<file path="config.mk">
export PLATFORM = sky130hd
export DESIGN_NAME = mole_round_scheduler
export DESIGN_NICKNAME = d
export VERILOG_FILES = /design/src/rtl/mole_round_scheduler.sv
export SDC_FILE = /design/constraint.sdc
export NUM_CORES = 1
export LEC_CHECK = 0
export BUFFER_PORTS_ARGS = -buffer_cell sky130_fd_sc_hd__buf_2
export CAP_MARGIN = 10
export CORE_UTILIZATION = 25
export CTS_CLUSTER_SIZE = 40
export DETAILED_ROUTE_END_ITERATION = 6
export SYNTH_ARGS = -nofsm -noshare
export SYNTH_HDL_FRONTEND = slang
export SYNTH_SLANG_ARGS = --single-unit
</file>
<file path="constraint.sdc">
create_clock -name clk -period 2.1 [get_ports clk]
set_input_delay 0.21 -clock clk [delete_from_list [all_inputs] [get_ports clk]]
set_output_delay 0.21 -clock clk [all_outputs]
set_load 0.03 [all_outputs]
</file>
<file path="src/rtl/mole_round_scheduler.sv">
// Whack-a-mole game sequencer: alternates an off gap and an on window on one shared
// down-count timer, picks a pseudo-random mole per round and keeps score.
module mole_round_scheduler #(
    parameter int NUM_MOLES = 4,
    parameter int TIMER_W   = 11,
    parameter int OFF_TIME  = 1500,
    parameter int ON_TIME   = 1000,
    parameter int ROUNDS    = 16,
    parameter int SCORE_W   = 8
) (
    input  logic                 clk,
    input  logic                 reset,
    input  logic                 start,
    input  logic [NUM_MOLES-1:0] hit,
    input  logic [TIMER_W-1:0]   timer_value,
    output logic                 timer_reset,
    output logic                 timer_up,
    output logic                 timer_enable,
    output logic [TIMER_W-1:0]   timer_start,
    output logic [NUM_MOLES-1:0] led,
    output logic [SCORE_W-1:0]   score,
    output logic [7:0]           round,
    output logic                 game_over
);
    localparam int SEL_W = $clog2(NUM_MOLES);
    localparam logic [TIMER_W-1:0]   OFF_LD    = TIMER_W'(OFF_TIME);
    localparam logic [TIMER_W-1:0]   ON_LD     = TIMER_W'(ON_TIME);
    localparam logic [7:0]           ROUNDS_V  = 8'(ROUNDS);
    localparam logic [SCORE_W-1:0]   SCORE_MAX = {SCORE_W{1'b1}};
    localparam logic [NUM_MOLES-1:0] LED_ONE   = NUM_MOLES'(1);

    typedef enum logic [2:0] {
        IDLE, OFF_LOAD, OFF_WAIT, ON_LOAD, ON_WAIT, ROUND_END, DONE
    } state_t;

    state_t           state_r;
    logic [7:0]       lfsr_r;
    logic [SEL_W-1:0] sel_r;
    logic [SEL_W-1:0] prev_sel_r;
    logic [SEL_W-1:0] raw_s;
    logic [SEL_W-1:0] pick_s;
    logic             fb_s;

    assign timer_up = 1'b0;
    // x^8+x^6+x^5+x^4+1 taps on a left-shifting register
    assign fb_s  = lfsr_r[7] ^ lfsr_r[5] ^ lfsr_r[4] ^ lfsr_r[3];
    assign raw_s = lfsr_r[SEL_W-1:0];

    // Next mole: never repeat the previous round's mole
    always_comb begin
        pick_s = raw_s;
        if (raw_s == prev_sel_r) begin
            pick_s = raw_s + SEL_W'(1);
        end else begin
            pick_s = raw_s;
        end
    end

    // Game sequencer with registered timer controls, LED and scoreboard
    always_ff @(posedge clk) begin
        if (reset) begin
            state_r      <= IDLE;
            lfsr_r       <= 8'hA5;
            sel_r        <= {SEL_W{1'b0}};
            prev_sel_r   <= {SEL_W{1'b0}};
            timer_reset  <= 1'b1;
            timer_enable <= 1'b0;
            timer_start  <= {TIMER_W{1'b0}};
            led          <= {NUM_MOLES{1'b0}};
            score        <= {SCORE_W{1'b0}};
            round        <= 8'd0;
            game_over    <= 1'b0;
        end else begin
            lfsr_r <= {lfsr_r[6:0], fb_s};
            case (state_r)
                IDLE, DONE: begin
                    if (start) begin
                        state_r      <= OFF_LOAD;
                        score        <= {SCORE_W{1'b0}};
                        round        <= 8'd0;
                        game_over    <= 1'b0;
                        timer_reset  <= 1'b1;
                        timer_start  <= OFF_LD;
                        timer_enable <= 1'b0;
                        led          <= {NUM_MOLES{1'b0}};
                    end
                end
                OFF_LOAD: begin
                    state_r      <= OFF_WAIT;
                    timer_reset  <= 1'b0;
                    timer_enable <= 1'b1;
                end
                OFF_WAIT: begin
                    if (timer_value == {TIMER_W{1'b0}}) begin
                        state_r      <= ON_LOAD;
                        sel_r        <= pick_s;
                        timer_reset  <= 1'b1;
                        timer_start  <= ON_LD;
                        timer_enable <= 1'b0;
                        led          <= LED_ONE << pick_s;
                    end
                end
                ON_LOAD: begin
                    state_r      <= ON_WAIT;
                    timer_reset  <= 1'b0;
                    timer_enable <= 1'b1;
                end
                ON_WAIT: begin
                    // A hit beats a simultaneous expiry
                    if (hit[sel_r] || (timer_value == {TIMER_W{1'b0}})) begin
                        if (hit[sel_r] && (score != SCORE_MAX)) begin
                            score <= score + SCORE_W'(1);
                        end
                        state_r      <= ROUND_END;
                        round        <= round + 8'd1;
                        prev_sel_r   <= sel_r;
                        timer_enable <= 1'b0;
                        led          <= {NUM_MOLES{1'b0}};
                    end
                end
                ROUND_END: begin
                    timer_reset <= 1'b1;
                    if (round == ROUNDS_V) begin
                        state_r     <= DONE;
                        game_over   <= 1'b1;
                        timer_start <= {TIMER_W{1'b0}};
                    end else begin
                        state_r     <= OFF_LOAD;
                        timer_start <= OFF_LD;
                    end
                end
                default: begin
                    state_r      <= IDLE;
                    timer_reset  <= 1'b1;
                    timer_enable <= 1'b0;
                    led          <= {NUM_MOLES{1'b0}};
                end
            endcase
        end
    end
endmodule

</file>
==> impl_metrics.yaml <==
pwr:
  p_leak_nw: 1.097
  ir_worst_vdd_v: 0.0004089
  power_density_mw_per_mm2: 725.1
worst_hold_path:
  min_path_type: "input port to flop"
  holdCritStartpoint: "reset"
  holdPathStages: 2
  min_to: "lfsr_r[1]"
logic_synthesis:
  synth_edf_count: 0
  ys_seq_area_share_pct: 37.61
  yosys-top-cells-count: "dfxtp_1, nand2_1, nor2_1"
  yosys_warnings: 0
  synth_most_common_cell: "dfxtp_1"
  synth-async-reset-ratio_pct: 0
  yosys.area_share.simple_pct: 23.57
  synth.avg_cell_area_um2: 8.870
  synth_top_cell_area_share_pct: 37.61
  synth_fa_ha_area_share_pct: 1.720
  synth_cells: 246
  synth_top_family_by_area: "simple AND/OR/NAND/NOR gates"
  synth_cell_types: 55
  synth_xor_area_share_pct: 2.408
  muxShareOfSynthArea_pct: 5.677
  ys_seq_elements: 41
  dominantRegCellSynth: "dfxtp_1"
  synthesis.area_mm2: 0.002182
  synth_top_area_cell: "dfxtp_1"
  netlist_top_cells_area: "dfxtp_1, nand2_1, mux2i_1, buf_4, nand3_1"
  synth_compound_area_share_pct: 21.85
sta:
  fin_crit_ns: 1.932
  fin_crit_sh_pct: 92.00
  holdWs_ns: 0.2642
  setup_slack_ns: 0.1680
  max_freq_mhz: 517.6
  clock_skew_ns: 0.005739
  setup_viol: 0
  final_hold_viol_count: 0
  setup-tns-final_ns: 0
  rsz0062_at_grt: "no"
  slew_headroom_pct: 60.75
  slew_violations: 0
  tightest_slew_ns: 0.5868
placed_design:
  placed_cells: 393
  dp_hpwl_mm: 4.054
  portBuffers: 49
  gp_congestion: 0.8426
  dpl_cell_area_mm2: 0.002534
  dp_slack_ns: 0.1910
detailed_routing:
  viasPerCell: 5.012
  drtIter0Drc: 114
  avgRoutedWirePerCell_um: 13.67
  firstDrtPassIters: 4
  drcViolationCount: 0
  wl_mm: 5.482
  vias: 2010
  antenna_left: 0
setup_path:
  r2r-start: "sel_r[0]"
  worst-endpoint-required_ns: 2.32
  worstSetupEndpointType: "flop"
  r2r_setup_slack_ns: 0.17
  path_class: "flop to flop"
  crit_arrival_ns: 2.16
  critPathLaunchType: "flop"
  reg2regPathDepth: 4
  rr_endpoint: "led[3]"
  crit_fanout: 7
cts:
  cts-root-buf: "clkbuf_8"
  cts_buffers: 5
  cts_setup_buffers: 0
  h-tree-depth: 2
  post_cts_resized: 0
  clk_latency_ns: 0.29
  clockBufferDepth: 2
  cts_tree: "built"
  clk_pin_slew_ns: 0.08
  hold_buffers: 0
  clock-sinks: 41
job:
  cap_viol_max_count: 0
die:
  die_h_um: 95.43
  core_region_area_mm2: 0.008341
  die_w_um: 95.43
  rows: 33
  die_area_mm2: 0.009106
  ioPinCount: 53
  initial_core_util_pct: 26.16
grt:
  grt_max_degree: 19
  grt_use_total_pct: 12.90
  grt-ovfl-total: 0
  grt_first_pass_wirelength_mm: 9.059
  grt_pass1_vias: 1857
  antenna_found_initial: 0
finish:
  nFillCells: 887
  final_area_mm2: 0.002654
  n_antenna_cell: 0
  drive_above_1_share_pct: 28.38
  fin_nets: 316
  fin_cells: 401
  syn2layout_area_growth_pct: 21.62
run_status:
  run_status: "finished, final reports clean"
-- placed cells by master (no fill, tap or decap), types with 3 or more instances in the layout --
cell type / synthesis / layout
a21oi_1: 10 / 10
a31oi_1: 10 / 10
buf_2: 2 / 49
buf_4: 10 / 11
clkbuf_8: 0 / 6
conb_1: 1 / 3
dfxtp_1: 41 / 41
ha_1: 3 / 3
inv_1: 9 / 9
mux2i_1: 9 / 9
nand2_1: 29 / 29
nand3_1: 13 / 13
nand4_1: 7 / 7
nor2_1: 14 / 14
nor2b_1: 6 / 6
nor3_1: 3 / 3
o211a_1: 3 / 3
o211ai_1: 7 / 7
o21ai_0: 13 / 13
o31a_1: 3 / 3
or2_2: 3 / 3
or4_1: 3 / 3
xor2_1: 4 / 4
-- worst max path at each step --
stage,startpoint,to,slack (ns),cells past startpoint
3_5_place_dp,sel_r[0],led[3],0.19,4
6_report,sel_r[0],led[3],0.17,4
4_1_cts,sel_r[0],led[3],0.17,4
3_3_place_gp,sel_r[0],led[2],0.25,4
2_1_floorplan,sel_r[0],timer_enable,0.40,4
5_1_grt,sel_r[0],led[2],0.04,4
-- state kept, by name, summed over array words and instances (netlist names) --
| signal | count |
|---|---|
| timer_reset | 1 |
| score | 8 |
| prev_sel_r | 2 |
| timer_start | 3 |
| timer_enable | 1 |
| state_r | 3 |
| lfsr_r | 8 |
| led | 4 |
| sel_r | 2 |
| round | 8 |
| game_over | 1 |
-- power breakdown --
part | total, W | internal (W) | leakage [nW] | switching (W)
combinational | 0.000390 | 0.000144 | 0.706 | 0.000246
sequential | 0.000868 | 0.000815 | 0.334 | 0.0000528
clock | 0.000667 | 0.000387 | 0.0574 | 0.000280
total | 0.00192 | 0.00135 | 1.10 | 0.000579
-- through the flow --
| step | total power [W] | utilization (%) |
|---|---|---|
| after global routing | 0.002018 | 31.82 |
| after global placement | 0.001271 | 30.38 |
| after floorplan | 0.001186 | - |
| after detailed placement | 0.001275 | 30.38 |
| final | 0.001924 | 31.82 |
| after CTS | 0.001943 | 31.82 |
-- area by class of cell --
cell class	count	area, µm²	share of cell area (%)
multi-input combinational	177	1216	45.83
clock buffer	6	82.58	3.112
sequential	41	820.8	30.93
inverter	10	37.54	1.414
clock inverter	2	37.54	1.414
tap	105	131.4	4.950
timing repair buffer	60	327.8	12.35
-- routing by layer --
metal	vias up	global-route usage, %	share of wire, %
li1	997	-	-
met1	937	17.29	48
met2	71	20.42	45
met3	5	2.871	6.0
met4	0	4.229	1.0
met5	-	0	0
-- critical path, stage by stage, from the launching register on --
cell and delay (ns):
dfxtp_1 0.38, mux4_2 0.59, a31oi_4 0.26, o2111a_1 0.41, mux2i_1 0.22
-- logic make-up (layout without fill, tap and decap cells) --
group                      Yosys count  after routing
adders and majority gates            3              3
other                                1              3
and+or+nand+nor                     91             91
xor gates and xnor gates             6              6
AOI/OAI and AO/OA                   63             63
buffers and inverters               30             78
DFF                                 41             41
muxes                               11             11
Power figures use the tool's default switching activity.
